===== src/rtl/step_gen_pkg.sv =====
// ============================================================================
//  Module      : step_gen_pkg
//  Description : Shared defaults and counter-width helper for step_pulse_gen.
//  Revision    : 1.0 - initial release
// ============================================================================
`default_nettype none

package step_gen_pkg;

    localparam int DEBOUNCE_CYCLES_DEF = 16;
    localparam int AUTO_DIV_DEF        = 1000;
    localparam int REPEAT_DELAY_DEF    = 500;
    localparam int REPEAT_PERIOD_DEF   = 100;

    // Bits needed to hold 0..n-1; never less than one bit.
    function automatic int cnt_width(input int n);
        int w;
        w = 1;
        while ((64'd1 << w) < 64'(n))
            w = w + 1;
        return w;
    endfunction

endpackage

`default_nettype wire


===== src/rtl/btn_debounce.sv =====
// ============================================================================
//  Module      : btn_debounce
//  Description : Two-flop synchroniser followed by a consecutive-sample filter.
//  Revision    : 1.0 - initial release
// ============================================================================
`default_nettype none

module btn_debounce
    import step_gen_pkg::*;
#(
    parameter int DEBOUNCE_CYCLES = DEBOUNCE_CYCLES_DEF
) (
    input  logic clk,
    input  logic rst,
    input  logic btn_in,
    output logic btn_level
);

    localparam int                  c_cnt_w    = cnt_width(DEBOUNCE_CYCLES);
    localparam logic [c_cnt_w-1:0]  c_cnt_last = c_cnt_w'(DEBOUNCE_CYCLES - 1);
    localparam logic [c_cnt_w-1:0]  c_cnt_one  = c_cnt_w'(1);

    logic               r_s1;
    logic               r_s2;
    logic               r_level;
    logic [c_cnt_w-1:0] r_cnt;

    // The counter only runs while the synchronised input disagrees with the
    // accepted level, so it saturates at c_cnt_last and can never wrap.
    always_ff @(posedge clk) begin
        if (rst) begin
            r_s1    <= 1'b0;
            r_s2    <= 1'b0;
            r_level <= 1'b0;
            r_cnt   <= '0;
        end else begin
            r_s1 <= btn_in;
            r_s2 <= r_s1;
            if (r_s2 == r_level) begin
                r_cnt <= '0;
            end else if (r_cnt == c_cnt_last) begin
                r_level <= r_s2;
                r_cnt   <= '0;
            end else begin
                r_cnt <= r_cnt + c_cnt_one;
            end
        end
    end

    assign btn_level = r_level;

endmodule

`default_nettype wire


===== src/rtl/step_pulse_gen.sv =====
// ============================================================================
//  Module      : step_pulse_gen
//  Description : Debounced button / prescaler step-pulse source for the counter.
//                Optional hold-to-repeat enabled by macro STEP_AUTOREPEAT_EN.
//  Revision    : 1.0 - initial release
// ============================================================================
`default_nettype none

module step_pulse_gen
    import step_gen_pkg::*;
#(
    parameter int DEBOUNCE_CYCLES = DEBOUNCE_CYCLES_DEF,
    parameter int AUTO_DIV        = AUTO_DIV_DEF,
    parameter int REPEAT_DELAY    = REPEAT_DELAY_DEF,
    parameter int REPEAT_PERIOD   = REPEAT_PERIOD_DEF
) (
    input  logic clk,
    input  logic rst,
    input  logic btn_in,
    input  logic auto_en,
    output logic step_out,
    output logic btn_level
);

    localparam int                  c_pre_w    = cnt_width(AUTO_DIV);
    localparam logic [c_pre_w-1:0]  c_pre_last = c_pre_w'(AUTO_DIV - 1);
    localparam logic [c_pre_w-1:0]  c_pre_one  = c_pre_w'(1);

    if (DEBOUNCE_CYCLES < 2 || DEBOUNCE_CYCLES > 65535 || AUTO_DIV < 2 ||
        AUTO_DIV > 16777215 || REPEAT_DELAY < 1 || REPEAT_PERIOD < 2) begin : g_param_check
        $error("step_pulse_gen: parameter out of legal range");
    end

    logic               w_level;
    logic               w_press;
    logic               w_tick;
    logic               w_repeat;
    logic               w_step_req;
    logic               r_level_d;
    logic [c_pre_w-1:0] r_pre;
    logic               r_step;

    btn_debounce #(
        .DEBOUNCE_CYCLES (DEBOUNCE_CYCLES)
    ) u_debounce (
        .clk       (clk),
        .rst       (rst),
        .btn_in    (btn_in),
        .btn_level (w_level)
    );

    assign w_press = w_level & ~r_level_d;
    assign w_tick  = auto_en & (r_pre == c_pre_last);

`ifdef STEP_AUTOREPEAT_EN
    localparam int c_hold_max = (REPEAT_DELAY > REPEAT_PERIOD) ? REPEAT_DELAY : REPEAT_PERIOD;
    localparam int                   c_hold_w   = cnt_width(c_hold_max + 1);
    localparam logic [c_hold_w-1:0]  c_delay    = c_hold_w'(REPEAT_DELAY);
    localparam logic [c_hold_w-1:0]  c_period   = c_hold_w'(REPEAT_PERIOD);
    localparam logic [c_hold_w-1:0]  c_hold_one = c_hold_w'(1);

    logic [c_hold_w-1:0] r_hold;
    logic                r_armed;

    // r_hold == 0 means idle; after a press or repeat it restarts at 1 and
    // fires when it reaches the delay (first repeat) or the period (later).
    assign w_repeat = w_level & ~auto_en & (r_hold != '0) &
                      (r_hold == (r_armed ? c_period : c_delay));

    always_ff @(posedge clk) begin
        if (rst || !w_level || auto_en) begin
            r_hold  <= '0;
            r_armed <= 1'b0;
        end else if (w_press || w_repeat) begin
            r_hold  <= c_hold_one;
            r_armed <= w_repeat;
        end else if (r_hold != '0) begin
            r_hold <= r_hold + c_hold_one;
        end
    end
`else
    assign w_repeat = 1'b0;
`endif

    assign w_step_req = ((w_press | w_repeat) & ~auto_en) | w_tick;

    // The ~r_step term keeps pulses apart across a same-cycle mode change.
    always_ff @(posedge clk) begin
        if (rst) begin
            r_level_d <= 1'b0;
            r_pre     <= '0;
            r_step    <= 1'b0;
        end else begin
            r_level_d <= w_level;
            if (!auto_en || w_tick)
                r_pre <= '0;
            else
                r_pre <= r_pre + c_pre_one;
            r_step <= w_step_req & ~r_step;
        end
    end

    assign step_out  = r_step;
    assign btn_level = w_level;

endmodule

`default_nettype wire

===== config.mk =====
export PLATFORM = sky130hd
export DESIGN_NAME = step_pulse_gen
export DESIGN_NICKNAME = d
export VERILOG_FILES = /design/src/rtl/step_gen_pkg.sv /design/src/rtl/btn_debounce.sv /design/src/rtl/step_pulse_gen.sv
export SDC_FILE = /design/constraint.sdc
export NUM_CORES = 1
export LEC_CHECK = 0
export ABC_AREA = 1
export CORE_UTILIZATION = 54
export DETAILED_ROUTE_END_ITERATION = 16
export PLACE_DENSITY = 0.78
export SYNTH_ARGS = -nofsm -noshare
export SYNTH_HDL_FRONTEND = slang
export SYNTH_HIERARCHICAL = 1
export SYNTH_SLANG_ARGS = --single-unit

===== constraint.sdc =====
create_clock -name clk -period 1.6 [get_ports clk]
set_input_delay 0.16 -clock clk [delete_from_list [all_inputs] [get_ports clk]]
set_output_delay 0.16 -clock clk [all_outputs]
set_load 0.01 [all_outputs]

Yosys cells after proc, flatten, opt, wreduce, memory -nomap -nowiden
Cells that the tools add are included.
{"block": "op_classes", "bitwise": 9, "n_eq_ne": 3, "addsub": 2, "n_reduce_logical": 5}
{"cell": "10-bit by 1-bit adder with 10-bit output (second input constant)", "n": 1}
{"cell": "10-bit == test (second input constant)", "n": 1}
{"cell": "4-bit by 1-bit adder with 4-bit output (second input constant)", "n": 1}
{"cell": "1-bit AND", "n": 4}
{"cell": "4-bit == test (second input constant)", "n": 1}
{"cell": "1-bit NOT", "n": 4}
{"cell": "3-bit OR reduction", "n": 1}
{"cell": "2-bit AND reduction", "n": 1}
{"cell": "2-bit OR reduction", "n": 1}
{"cell": "1-bit == test", "n": 1}
{"cell": "1-bit zero test", "n": 1}
{"cell": "1-bit logical OR", "n": 1}
{"cell": "1-bit OR", "n": 1}
{"block": "word_totals", "in_bits": 4, "reg_bits": 19, "output_inout_bits": 2, "wordCells": 26}

Logic depth before layout (Yosys ltp)
Gate-level depths: netlist (run 1).
{"block": "depth", "word_depth": 5, "mapped_depth": 7, "ltp_nobuf": 7}

Hierarchy
The synthesis (run 1) kept the hierarchy.
{"module": "step_pulse_gen", "seq_area_each_um2": 240.2, "n_inst": 1, "area_per_inst_um2": 571.8, "cells_per_inst": 79}
{"module": "btn_debounce", "seq_area_each_um2": 140.1, "n_inst": 1, "area_per_inst_um2": 271.5, "cells_per_inst": 34}

Worst setup path before layout (run 1)
No wires, ideal clock.
{"block": "synth_path", "kind": "register to register", "start": "register r_pre[0]", "end": "register r_pre[5]", "path_buffers": 0, "slack_ps": 488, "synth_period_minus_slack_ps": 1112, "arrival_ps": 995, "setup_ps": 116, "stages_incl_launch_ff": 7, "cell_sequence": "dfxtp_1 > ha_1 > nand3_1 > nor2_1 > nand2_1 > nand3b_4 > nor2_1"}
{"block": "synth_between", "elab_chain_len": 4, "elab_cells_between_ends": 5}
{"item": "from (decl)", "line": "step_pulse_gen.sv:40", "rtl": "logic [c_pre_w-1:0] r_pre;"}
{"item": "from (signal assigned)", "line": "step_pulse_gen.sv:98", "rtl": "r_pre <= r_pre + c_pre_one;"}
{"item": "branches (longest 4 deep; another with 10-bit by 1-bit adder with 10-bit output)"}
Several ways; the timed one is not identified.
A chain may end at the register's enable or synchronous reset.

Worst setup path after layout (run 1)
{"block": "layout_path", "start": "register u_debounce.r_level (netlist: u_debounce/btn_level)", "end": "output btn_level"}
{"item": "from (decl)", "line": "btn_debounce.sv:25", "rtl": "logic r_level;"}
{"item": "from (signal assigned)", "line": "btn_debounce.sv:42", "rtl": "r_level <= r_s2;"}
{"item": "to (decl)", "line": "step_pulse_gen.sv:22", "rtl": "output logic btn_level"}
No word-level cell between the ends.

==> results of run 1 <==
power by group:
group,internal [mW],switching (mW),leakage (nW)
logic,0.0155,0.0148,0.206
registers,0.479,0.00472,0.154
clock network,0.0932,0.144,0.0177
total,0.588,0.164,0.378
kinds of logic (layout without fill, tap and decap cells):
| kind of cell | count (synthesis) | in the layout | synth area share |
|---|---|---|---|
| AND/OR/NAND/NOR | 67 | 67 | 0.375 |
| flip-flops | 19 | 19 | 0.451 |
| buffers and inverters | 18 | 27 | 0.0801 |
| XOR/XNOR | 5 | 5 | 0.0519 |
| adder cells (fa/ha/maj) | 2 | 2 | 0.0297 |
| AO/OA/AOI/OAI | 2 | 2 | 0.0119 |
registers in the layout (all words and copies together) (netlist names):
name                  flops
r_pre                    10
u_debounce/r_cnt          4
r_level_d                 1
step_out                  1
u_debounce/btn_level      1
u_debounce/r_s1           1
u_debounce/r_s2           1
layout make-up:
cell class	count	area, um2
fillers	111	443
inverters	18	67.6
clock inverters	1	5.00
repair buffers	5	50.0
multi-input cells	76	395
clock buffers	3	22.5
well taps	15	18.8
flip-flops and latches	19	380
stage by stage:
step                utilization  hold WS (ns)  total power [mW]
CTS                       0.680         0.367             0.760
finish                    0.680         0.367             0.752
detailed placement        0.660         0.400             0.526
floorplan                     -         0.231             0.509
global placement          0.660         0.396             0.524
global route              0.680         0.372             0.788
worst max path at each step:
| stage | slack [ns] | endpoint | from | cells after the start |
|---|---|---|---|---|
| 3_3_place_gp | 0.42 | r_pre[5] | r_pre[0] | 6 |
| 5_1_grt | 0.12 | btn_level | u_debounce/btn_level | 1 |
| 2_1_floorplan | 0.49 | r_pre[5] | r_pre[0] | 6 |
| 6_report | 0.18 | btn_level | u_debounce/btn_level | 1 |
| 4_1_cts | 0.17 | btn_level | u_debounce/btn_level | 1 |
| 3_5_place_dp | 0.39 | r_pre[5] | r_pre[0] | 6 |
per-layer routing:
metal,track usage,part of all wire
met1,0.240,0.49
met2,0.291,0.44
met3,0.0391,0.032
met4,0.0968,0.034
met5,0,0
layout by cell type, fill, tap and decap left out, types with 2 or more instances in the layout:
master / n
clkbuf_4: 3
clkdlybuf4s50_1: 5
dfxtp_1: 19
ha_1: 2
inv_1: 17
nand2_1: 23
nand3_1: 7
nand3_2: 2
nand4_1: 4
nor2_1: 25
nor2_2: 3
xnor2_1: 3
xor2_1: 2
==> results.toml, run 1 <==
[outcome]
outcome = "completed"

[critical_path]
cp.required_ns = 1.44
rrSetupSlack_ns = 0.38
worst_path_dominant_cell_family = "buffers and inverters"
reg2regPathDepth = 6
path_class = "register to output port"
cp_max_fo = 5
rr_startpoint = "r_pre[0]"
crit_buf_inv = 1
r2r_end = "r_pre[5]"
cp-start-kind = "register"
path_cells = "clkdlybuf4s50_1"
max_stage_delay_ns = 0.56
cp_slowest_cell = "clkdlybuf4s50_1"
critPathArrivalTime_ns = 1.26
end_kind = "output port"

[logic_synthesis]
synthFlopType = "dfxtp_1"
synth_top_area_cell = "dfxtp_1"
synth_common_cells = "nor2_1, nand2_1, dfxtp_1"
yosysUniqueCellTypes = 17
yosysMostFrequentCell = "nor2_1"
syn-cell-area_um2 = 843
async_flop_share = 0
ys_seq_area_frac = 0.451
synth_top_area_frac = 0.451
yosys-top-cells-area = "dfxtp_1, nor2_1, nand2_1"
ys_seq_elements = 19
syn_nets = 119
synth_edf_count = 0
synthCells = 113
syn_avg_cell_area_um2 = 7.46
yosysWarnings = 6

[placement]
place_area_um2 = 912
dp_slack_ns = 0.392
dp_cells = 133
place_congestion = 0.811
io_buffers = 5
dp_hpwl_um = 1020

[cts]
insertion_delay_ns = 0.29
path_clk_slew_ns = 0.10
cts_root_buffer = "clkbuf_4"
cts.htree.levels = 1
hold_buffers = 0
cts.sinks = 19
post_cts_resize_count = 0
cts_tree = "done"
cts_setup_buffers = 0
numCtsBuffers = 3
cts.path.max_buffers = 2

[die]
dieArea_mm2 = 0.00172
rows = 13
die_w_um = 41.5
core_mm2 = 0.00138
chipHeight_um = 41.5
io_pins = 6
initial_utilization = 0.610

[drt]
wire_per_inst_um = 9.48
drtPass1Iterations = 4
first_iter_violations = 9
viasPerCell = 5.04
ant_nets = 0
totalWireLength_um = 1300
post-route-drc-count = 0
via_count = 690

[grt]
grt_pass1_wl_um = 2470
grt-ovfl-total = 0
grt_use_total = 0.186
grt_pass1_vias = 588
antenna_found_initial = 0
grt_max_degree = 12

[power]
pwr_density_cell_mw_per_mm2 = 800
peakVddDrop_mv = 0.567
p_leak_nw = 0.378

[finish]
fin_cells = 137
drive_gt1_frac = 0.107
diodes = 0
nNetsFinal = 129
postLayoutCellArea_um2 = 940
syn_to_final_growth_pct = 11.4

[worst_hold_path]
min_path_cells = 3
hp-start = "btn_in"
hold-path-endpoint = "u_debounce/r_s1"
min_path_type = "primary input to register"

[timing]
setup_tns_ns = 0
slew_violations = 0
hold_viol = 0
setup_viol = 0
max_slew_margin = 0.847
finalCriticalPeriod_ns = 1.42
fin_skew_ns = 0.00142
worst_slew_pin_slew_ns = 0.229
fmax_ghz = 0.707
rsz0062_at_grt = "false"
fin_crit_sh = 0.885
layout_setup_ws_ns = 0.185

[run]
drv_cap = 0
Power figures use the tool's default switching activity.
==> run 2, diff against run 1 <==
- CAP_MARGIN: not set -> 20
- CORE_UTILIZATION: 54 -> 56
- CTS_BUF_LIST: not set -> sky130_fd_sc_hd__clkbuf_4
- PLACE_DENSITY: 0.78 -> 0.81
==> results.toml, run 2 (same netlist as run 1, synthesis figures left out) <==
[critical_path]
worst_path_dominant_cell_family = "buffers and inverters"
rr_startpoint = "r_pre[0]"
path_class = "register to output port"
cp_slowest_cell = "clkdlybuf4s50_1"
critPathArrivalTime_ns = 1.28
cp_max_fo = 5
cp-start-kind = "register"
end_kind = "output port"
worstSetupStartpoint = "u_debounce/btn_level"
cp.required_ns = 1.44
crit_buf_inv = 1
path_cells = "clkdlybuf4s50_1"
max_stage_delay_ns = 0.56
rrSetupSlack_ns = 0.39

[finish]
nNetsFinal = 129
postLayoutCellArea_um2 = 940
largest_reg_flops = 10
final_util = 0.696
drive_gt1_frac = 0.107
largest-register = "r_pre"
layout.cells.most_common = "nor2_1"
top_regs = "r_pre x10, u_debounce/r_cnt x4"
diodes = 0
fin_cells = 137
final_cell_mix = "nor2_1, nand2_1, dfxtp_1"
syn_to_final_growth_pct = 11.4

[timing]
hold_viol = 0
max_slew_margin = 0.856
setup_tns_ns = 0
finalCriticalPeriod_ns = 1.44
worst_slew_pin_slew_ns = 0.215
fmax_ghz = 0.694
fin_skew_ns = 0.00266
layout_setup_ws_ns = 0.159
slew_violations = 0
rsz0062_at_grt = "false"
fin_crit_sh = 0.901
setup_viol = 0

[power]
p_leak_nw = 0.378
pwr_density_cell_mw_per_mm2 = 801
peakVddDrop_mv = 0.571

[drt]
totalWireLength_um = 1270
via_count = 667
first_iter_violations = 18
wire_per_inst_um = 9.28
drtPass1Iterations = 4
ant_nets = 0
viasPerCell = 4.87
post-route-drc-count = 0

[cts]
cts_root_buffer = "clkbuf_4"
numCtsBuffers = 3
cts_setup_buffers = 0
path_clk_slew_ns = 0.11
cts_tree = "done"
insertion_delay_ns = 0.29
cts.htree.levels = 1
post_cts_resize_count = 0
cts.path.max_buffers = 2
hold_buffers = 0
cts.sinks = 19

[grt]
grt_use_met3 = 0.0489
antenna_found_initial = 0
grt_max_degree = 12
grt-ovfl-total = 0
gr-usage-met2 = 0.273
grt_busiest_layer = "met2"
grt_use_total = 0.175
use_met1 = 0.211
grt_pass1_wl_um = 1860
grt_pass1_vias = 496

[worst_hold_path]
min_path_type = "primary input to register"
hp-start = "btn_in"

[placement]
dp_hpwl_um = 972
dp_slack_ns = 0.382
place_area_um2 = 912
dp_cells = 133
place_congestion = 0.800
io_buffers = 5

[die]
die_w_um = 40.8
core_mm2 = 0.00135
dieArea_mm2 = 0.00167
rows = 13
initial_utilization = 0.625
chipHeight_um = 40.8
io_pins = 6

[run]
drv_cap = 0

[outcome]
outcome = "completed"
==> run 2: cell counts in the layout (fill, tap and decap cells not counted) <==
No cell type changed its count.
==> run 2: cell type report <==
cell class              instances  area [um2]
inverters                      18        67.6
multi-input cells              76         395
fillers                       114         410
well taps                      15        18.8
clock buffers                   3        22.5
flip-flops and latches         19         380
clock inverters                 1        5.00
repair buffers                  5        50.0
==> run 2: where the power goes <==
part	total, mW	leakage, nW	internal (mW)	switching, mW
Combinational	0.0301	0.206	0.0154	0.0147
Sequential	0.484	0.154	0.479	0.00455
Clock	0.239	0.0177	0.0930	0.146
==> run 2: tightest hold or removal path, cell delays in order <==
cell	delay (ns)
clkdlybuf4s50_1	0.40
inv_1	0.06
nor2_1	0.04
==> run 2: layer usage <==
metal	part of all wire	wire length, um
met5	0	0
met3	0.035	45
met2	0.43	548
met4	0.0094	12
met1	0.52	665
==> run 2: per-stage QoR <==
| step | total power, mW | hold WS, ns |
|---|---|---|
| finish | 0.753 | 0.390 |
| global route | 0.779 | 0.392 |
| detailed placement | 0.525 | 0.412 |
| floorplan | 0.509 | 0.231 |
| global placement | 0.524 | 0.396 |
| CTS | 0.752 | 0.401 |
==> run 2: worst paths after layout <==
| kind | to | cells after the start |
|---|---|---|
| hold reg to reg | u_debounce/r_s2 | 2 |
| setup reg to reg | r_pre[5] | 6 |
| setup / recovery | btn_level | 1 |
| hold / removal | u_debounce/r_s1 | 3 |
